<file path="config.mk">
export PLATFORM = sky130hd
export DESIGN_NAME = sampling_vae_pipe
export DESIGN_NICKNAME = d
export VERILOG_FILES = /design/src/rtl/sampling_vae_pkg.sv /design/src/rtl/vae_lfsr16.sv /design/src/rtl/sampling_vae_pipe.sv
export SDC_FILE = /design/constraint.sdc
export NUM_CORES = 2
export LEC_CHECK = 0
export ABC_AREA = 1
export CAP_MARGIN = 10
export CORE_ASPECT_RATIO = 0.6
export CORE_MARGIN = 5
export CORE_UTILIZATION = 52
export DETAILED_ROUTE_END_ITERATION = 6
export DONT_BUFFER_PORTS = 1
export GPL_ROUTABILITY_DRIVEN = 0
export PLACE_DENSITY_LB_ADDON = 0.15
export SYNTH_ARGS = -nofsm -noshare
export SYNTH_HDL_FRONTEND = slang
export SYNTH_SLANG_ARGS = --single-unit
</file>
<file path="constraint.sdc">
create_clock -name clk -period 8.6 [get_ports clk]
set_clock_uncertainty 0.2 [all_clocks]
set_input_delay 1.29 -clock clk [delete_from_list [all_inputs] [get_ports clk]]
set_output_delay 1.29 -clock clk [all_outputs]
set_load 0.02 [all_outputs]
</file>
<file path="src/rtl/sampling_vae_pkg.sv">
// ============================================================================
// Module : sampling_vae_pkg
// Brief  : Q4.11 constants, piecewise-linear sqrt table, LFSR and mode encodings
// Rev    : 1.0  initial release
// ============================================================================
`default_nettype none

package sampling_vae_pkg;

  localparam int Q_BITS    = 16;
  localparam int Q_FRAC    = 11;
  localparam int N_BREAKS  = 8;
  localparam int N_REGIONS = 9;

  // Breakpoints x1..x8 and per-region slope/intercept of the sqrt approximation
  localparam logic [15:0] X_TBL [N_BREAKS] = '{
    16'h0080, 16'h0100, 16'h0200, 16'h0400,
    16'h1000, 16'h2000, 16'h4000, 16'h6000
  };
  localparam logic [15:0] M_TBL [N_REGIONS] = '{
    16'h2000, 16'h0D42, 16'h095F, 16'h06A1, 16'h0400,
    16'h0258, 16'h01A8, 16'h0146, 16'h0112
  };
  localparam logic [15:0] C_TBL [N_REGIONS] = '{
    16'h0000, 16'h012C, 16'h01A8, 16'h0258, 16'h03EA,
    16'h06A1, 16'h095F, 16'h0C73, 16'h0EDA
  };

  localparam logic [15:0] LFSR_TAPS   = 16'hB400;
  localparam logic [15:0] SEED_STRIDE = 16'h1F35;

  localparam logic [1:0] MODE_RAND = 2'b00;
  localparam logic [1:0] MODE_ZERO = 2'b01;
  localparam logic [1:0] MODE_FIX  = 2'b10;
  localparam logic [1:0] MODE_RSVD = 2'b11;

  // An all-zero state would lock the LFSR, so it is remapped to 1
  function automatic logic [15:0] lane_seed(input logic [15:0] base, input int unsigned lane);
    logic [15:0] s;
    s = base ^ 16'(lane * 32'(SEED_STRIDE));
    return (s == 16'h0000) ? 16'h0001 : s;
  endfunction

endpackage

`default_nettype wire

</file>
<file path="src/rtl/vae_lfsr16.sv">
// ============================================================================
// Module : vae_lfsr16
// Brief  : 16-bit right-shifting Galois LFSR with load priority over step
// Rev    : 1.0  initial release
// ============================================================================
`default_nettype none

module vae_lfsr16
  import sampling_vae_pkg::*;
#(
  parameter logic [15:0] RESET_SEED = 16'hACE1
) (
  input  logic        clk,
  input  logic        rst_n,
  input  logic        step_i,
  input  logic        load_i,
  input  logic [15:0] seed_i,
  output logic [15:0] state_o
);

  logic [15:0] state_q;
  logic [15:0] state_d;

  always_comb begin
    state_d = state_q;
    if (load_i) begin
      state_d = seed_i;
    end else if (step_i) begin
      state_d = {1'b0, state_q[15:1]} ^ (state_q[0] ? LFSR_TAPS : 16'h0000);
    end
  end

  always_ff @(posedge clk or negedge rst_n) begin
    if (!rst_n) begin
      state_q <= RESET_SEED;
    end else begin
      state_q <= state_d;
    end
  end

  assign state_o = state_q;

endmodule

`default_nettype wire

</file>
<file path="src/rtl/sampling_vae_pipe.sv">
// ============================================================================
// Module : sampling_vae_pipe
// Brief  : 5-stage reparameterisation sampler a = ac + sqrt_pwl(ad) * eps
// Rev    : 1.0  initial release
// ============================================================================
`default_nettype none

module sampling_vae_pipe
  import sampling_vae_pkg::*;
#(
  parameter int          N_LANES   = 2,
  parameter int          BITSIZE   = Q_BITS,
  parameter int          FRAC      = Q_FRAC,
  parameter logic [15:0] SEED_BASE = 16'hACE1
) (
  input  logic                         clk,
  input  logic                         rst_n,
  input  logic                         in_valid,
  output logic                         in_ready,
  input  logic [N_LANES*BITSIZE-1:0]   ac,
  input  logic [N_LANES*BITSIZE-1:0]   ad,
  input  logic [1:0]                   mode,
  input  logic [BITSIZE-1:0]           eps_fix,
  input  logic                         seed_load,
  input  logic [BITSIZE-1:0]           seed,
  output logic                         out_valid,
  input  logic                         out_ready,
  output logic [N_LANES*BITSIZE-1:0]   a,
  output logic [N_LANES*BITSIZE-1:0]   epsilon,
  output logic [31:0]                  sample_cnt
);

  typedef logic signed [BITSIZE-1:0] word_t;

  localparam word_t SAT_MAX = {1'b0, {(BITSIZE-1){1'b1}}};
  localparam word_t SAT_MIN = {1'b1, {(BITSIZE-1){1'b0}}};

  function automatic word_t sat_mul(input word_t x, input word_t y);
    logic signed [2*BITSIZE-1:0] p;
    p = x * y;
    p = p >>> FRAC;
    if (&p[2*BITSIZE-1:BITSIZE-1] || ~|p[2*BITSIZE-1:BITSIZE-1]) begin
      return p[BITSIZE-1:0];
    end
    return p[2*BITSIZE-1] ? SAT_MIN : SAT_MAX;
  endfunction

  function automatic word_t sat_add(input word_t x, input word_t y);
    logic signed [BITSIZE:0] s;
    s = {x[BITSIZE-1], x} + {y[BITSIZE-1], y};
    if (s[BITSIZE] == s[BITSIZE-1]) begin
      return s[BITSIZE-1:0];
    end
    return s[BITSIZE] ? SAT_MIN : SAT_MAX;
  endfunction

  logic        adv;
  logic        accept;
  logic        lfsr_step;
  logic [4:1]  vld_q;
  logic        out_valid_q;
  logic [31:0] cnt_q;
  logic [31:0] cnt_d;

  // One enable for every stage: the pipe only moves when the output slot frees
  assign adv       = !out_valid_q || out_ready;
  assign in_ready  = adv;
  assign accept    = in_valid && adv;
  assign lfsr_step = accept && ((mode == MODE_RAND) || (mode == MODE_RSVD));
  assign cnt_d     = (out_valid_q && out_ready) ? cnt_q + 32'd1 : cnt_q;

  always_ff @(posedge clk or negedge rst_n) begin
    if (!rst_n) begin
      vld_q       <= '0;
      out_valid_q <= 1'b0;
      cnt_q       <= '0;
    end else begin
      cnt_q <= cnt_d;
      if (adv) begin
        vld_q       <= {vld_q[3:1], accept};
        out_valid_q <= vld_q[4];
      end
    end
  end

  assign out_valid  = out_valid_q;
  assign sample_cnt = cnt_q;

  for (genvar i = 0; i < N_LANES; i++) begin : g_lane
    logic [15:0] lfsr_state;
    logic [2:0]  lfsr_unused;
    word_t       ad_w, ac_w, m_w, c_w, eps_w;
    word_t       ad1_q, ac1_q, m1_q, c1_q, eps1_q;
    word_t       pm2_q, c2_q, ac2_q, eps2_q;
    word_t       sig3_q, ac3_q, eps3_q;
    word_t       se4_q, ac4_q, eps4_q;
    word_t       a_q, eps5_q;
    logic        pos1_q, pos2_q;

    vae_lfsr16 #(
      .RESET_SEED (lane_seed(SEED_BASE, i))
    ) u_lfsr (
      .clk     (clk),
      .rst_n   (rst_n),
      .step_i  (lfsr_step),
      .load_i  (seed_load),
      .seed_i  (lane_seed(16'(seed), i)),
      .state_o (lfsr_state)
    );

    assign lfsr_unused = lfsr_state[15:13];
    assign ad_w = ad[i*BITSIZE +: BITSIZE];
    assign ac_w = ac[i*BITSIZE +: BITSIZE];

    // Descending scan so the smallest matching breakpoint wins
    always_comb begin
      m_w = BITSIZE'($signed(M_TBL[N_REGIONS-1]));
      c_w = BITSIZE'($signed(C_TBL[N_REGIONS-1]));
      for (int k = N_BREAKS - 1; k >= 0; k--) begin
        if (ad_w < BITSIZE'($signed(X_TBL[k]))) begin
          m_w = BITSIZE'($signed(M_TBL[k]));
          c_w = BITSIZE'($signed(C_TBL[k]));
        end
      end
    end

    always_comb begin
      case (mode)
        MODE_ZERO: eps_w = '0;
        MODE_FIX:  eps_w = eps_fix;
        default:   eps_w = {{(BITSIZE-13){lfsr_state[12]}}, lfsr_state[12:0]};
      endcase
    end

    always_ff @(posedge clk or negedge rst_n) begin
      if (!rst_n) begin
        {ad1_q, ac1_q, m1_q, c1_q, eps1_q} <= '0;
        {pm2_q, c2_q, ac2_q, eps2_q}       <= '0;
        {sig3_q, ac3_q, eps3_q}            <= '0;
        {se4_q, ac4_q, eps4_q}             <= '0;
        {a_q, eps5_q}                      <= '0;
        {pos1_q, pos2_q}                   <= '0;
      end else if (adv) begin
        ad1_q  <= ad_w;
        ac1_q  <= ac_w;
        m1_q   <= m_w;
        c1_q   <= c_w;
        eps1_q <= eps_w;
        pos1_q <= (ad_w > 0);
        pm2_q  <= sat_mul(ad1_q, m1_q);
        c2_q   <= c1_q;
        ac2_q  <= ac1_q;
        eps2_q <= eps1_q;
        pos2_q <= pos1_q;
        sig3_q <= pos2_q ? sat_add(pm2_q, c2_q) : '0;
        ac3_q  <= ac2_q;
        eps3_q <= eps2_q;
        se4_q  <= sat_mul(sig3_q, eps3_q);
        ac4_q  <= ac3_q;
        eps4_q <= eps3_q;
        a_q    <= sat_add(se4_q, ac4_q);
        eps5_q <= eps4_q;
      end
    end

    assign a[i*BITSIZE +: BITSIZE]       = a_q;
    assign epsilon[i*BITSIZE +: BITSIZE] = eps5_q;
  end

endmodule

`default_nettype wire

</file>
==> impl_metrics.json <==
{
  "drt_first_pass_iters": 6,
  "fp-row-count": 101,
  "slew_viol_final": 277,
  "rsz0062_at_grt": "no",
  "grt_util_all_layers": 0.2609,
  "dr.first_iter.drc_count": 4416,
  "status": "complete, but fails checks",
  "hold_viol": 0,
  "antenna_left": 0,
  "synthTopCellsByCount": "nand2_1 (2642), inv_1 (1818), fa_1 (944), dfrtp_1 (576), ha_1 (400)",
  "yosys_warnings": 0,
  "period_minus_slack_ns": 7.369,
  "grt_overflow": 0,
  "min_path_type": "input port to asynchronous set/reset pin",
  "grt_pass1_vias": 51410,
  "areaGrowthSynthToFinish_pct": 4.776,
  "start_util": 0.5215,
  "drc": 0,
  "dp_hpwl_microns": 133500,
  "yosys.area.top_type": "fa_1",
  "cts_resized": 0,
  "vias": 50360,
  "synth_flop_cell": "dfrtp_1",
  "io_pins": 201,
  "synth_fp_nets": 9751,
  "maxCapViolations": 0,
  "postCtsHoldBufs": 0,
  "synth_edf_count": 0,
  "crit_type": "register to register",
  "antenna_found_initial": 3,
  "arrival_ns": 7.71,
  "finish.instance_area_sq_um": 68850,
  "synth.area.top_cells": "fa_1 (29%), dfrtp_1 (22%), nand2_1 (15%), inv_1 (10%), ha_1 (7.6%)",
  "grt_max_degree": 594,
  "finalCritPeriodShare": 0.8568,
  "synthCells": 8304,
  "cts_root_buffer": "clkbuf_16",
  "wl_per_cell_microns": 17.23,
  "yosysSeqAreaShare": 0.2262,
  "tightest_slew_ns": 2.324,
  "routed_wl_microns": 169100,
  "synth_most_common_cell": "nand2_1",
  "netlist_area_sq_um": 65710,
  "ff2ff_setup_slack_ns": 1.23,
  "fillers": 11950,
  "viasPerCell": 5.133,
  "start_kind": "register",
  "drive_gt1_frac": 0.04697,
  "nets": 9508,
  "io_buffers": 0,
  "pre_cts_ws_ns": 1.310,
  "required_ns": 8.94,
  "die_height_microns": 285.4,
  "max_slew_margin": -0.5491,
  "endpoint_kind": "register",
  "clock_path_buffers": 3,
  "grt_pass1_wl_microns": 281000,
  "violations": "slew limit",
  "htree_levels": 2,
  "die_area_sq_um": 133800,
  "cp_max_fo": 17,
  "timing.fmax_mhz": 135.7,
  "place_area_sq_um": 66640,
  "clock_sinks": 593,
  "post_cts_buffers": 0,
  "clkTransAtPathRegs_ns": 0.07,
  "cts_tree": "yes",
  "numCtsBuffers": 61,
  "setup_slack_ns": 1.231,
  "ys_types": 57,
  "synthArstFlopShare": 1.000,
  "core-area_sq_um": 126000,
  "ys_ff_latch": 593,
  "setup_violations": 0,
  "avgSynthCellArea_sq_um": 7.913,
  "clkLatencyLatePin_ns": 0.69,
  "synth_top_area_share": 0.2876,
  "setup_tns_ns": 0,
  "die_w_microns": 468.9
}
==> critical path: stages (launching register included) <==
cell and delay (ns):
dfrtp_1 0.62, nand2_1 0.23, inv_1 0.11, fa_1 0.71, inv_1 0.15, fa_1 0.56, inv_1 0.21, fa_1 0.63
inv_1 0.09, fa_1 0.48, inv_1 0.05, fa_1 0.51, fa_1 0.43, ha_1 0.41, nand2_1 0.12, nor2_1 0.15
nand2_1 0.09, nor4_1 0.19, nand2_1 0.11, nand3_1 0.07, nand2_1 0.07, nor2_1 0.27, nand2_2 0.11, a21oi_4 0.50
a21oi_1 0.14
==> kinds of logic (layout without fill, tap and decap cells) <==
| group | after synthesis | in the layout | share of synthesized area |
|---|---|---|---|
| compound gates | 668 | 668 | 0.05692 |
| xor+xnor | 143 | 143 | 0.01906 |
| fa+ha+maj | 1344 | 1344 | 0.3638 |
| buf+inv | 2164 | 1972 | 0.1260 |
| flops | 593 | 593 | 0.2262 |
| other cells | 0 | 1 | 0 |
| simple gates | 3392 | 3392 | 0.2081 |
==> cell type report <==
| cell class | instances | area (sq um) | area share |
|---|---|---|---|
| tap | 1699 | 2126 | 0.03088 |
| sequential | 593 | 14860 | 0.2158 |
| inverter | 1830 | 6877 | 0.09988 |
| clock inverter | 26 | 339.1 | 0.004925 |
| antenna | 1 | 2.502 | 0.00003635 |
| multi-input combinational | 5547 | 42570 | 0.6184 |
| timing repair buffer | 28 | 262.8 | 0.003816 |
| clock buffer | 88 | 1808 | 0.02626 |
==> per-layer routing <==
| layer | GRT usage | routed length, microns | share of wire | up-vias |
|---|---|---|---|---|
| met5 | 0.006133 | 142 | 0.00084 | - |
| met4 | 0.03697 | 2303 | 0.014 | 6 |
| met3 | 0.06303 | 15850 | 0.094 | 150 |
| met2 | 0.3550 | 65730 | 0.39 | 1777 |
| met1 | 0.4255 | 85040 | 0.50 | 24520 |
| li1 | - | - | - | 23910 |
==> stage by stage <==
stage | instances | hold slack, ns | utilization
finish | 9812 | 0.09610 | 0.5464
global route | 9812 | 0.06158 | 0.5464
CTS | 9809 | 0.07594 | 0.5460
detailed placement | 9695 | 0.2523 | 0.5289
global placement | 9695 | 0.2485 | 0.5289
floorplan | 8304 | 0.2198 | -
==> cells in the final DEF, fill, tap and decap left out, types with 17 or more instances in the layout <==
| cell type | count |
|---|---|
| nor2_1 | 373 |
| nand3_1 | 108 |
| or2_2 | 26 |
| o21ai_1 | 21 |
| inv_1 | 1818 |
| a21oi_2 | 42 |
| clkbuf_8 | 18 |
| nand2_2 | 85 |
| nand4_1 | 28 |
| nor3_1 | 33 |
| buf_4 | 25 |
| xnor2_1 | 48 |
| fa_1 | 944 |
| nor2_2 | 21 |
| clkbuf_16 | 61 |
| o21ai_0 | 222 |
| a21oi_1 | 302 |
| dfrtp_1 | 576 |
| nor4_1 | 18 |
| dfstp_2 | 17 |
| nand2_1 | 2642 |
| xor2_1 | 95 |
| ha_1 | 400 |
==> worst paths after layout <==
check / from / to / cells past startpoint
worst max-delay path: g_lane[1].eps3_q[1]$_DFFE_PN0N_ / g_lane[1].se4_q[2]$_DFFE_PN0N_ / 24
worst min-delay path: rst_n / g_lane[1].ad1_q[0]$_DFFE_PN0N_ / 0
worst max register to register: g_lane[1].eps3_q[1]$_DFFE_PN0N_ / g_lane[1].se4_q[2]$_DFFE_PN0N_ / 24
worst min register to register: g_lane[0].eps4_q[2]$_DFFE_PN0N_ / g_lane[0].eps5_q[2]$_DFFE_PN0N_ / 2
max in group asynchronous: rst_n / sample_cnt[10]$_DFFE_PN0P_ / 2
min in group clk: g_lane[0].eps4_q[2]$_DFFE_PN0N_ / g_lane[0].eps5_q[2]$_DFFE_PN0N_ / 2
Power is not shown: default switching activity piles up to over one toggle a cycle in this logic, so the estimate is an artifact.
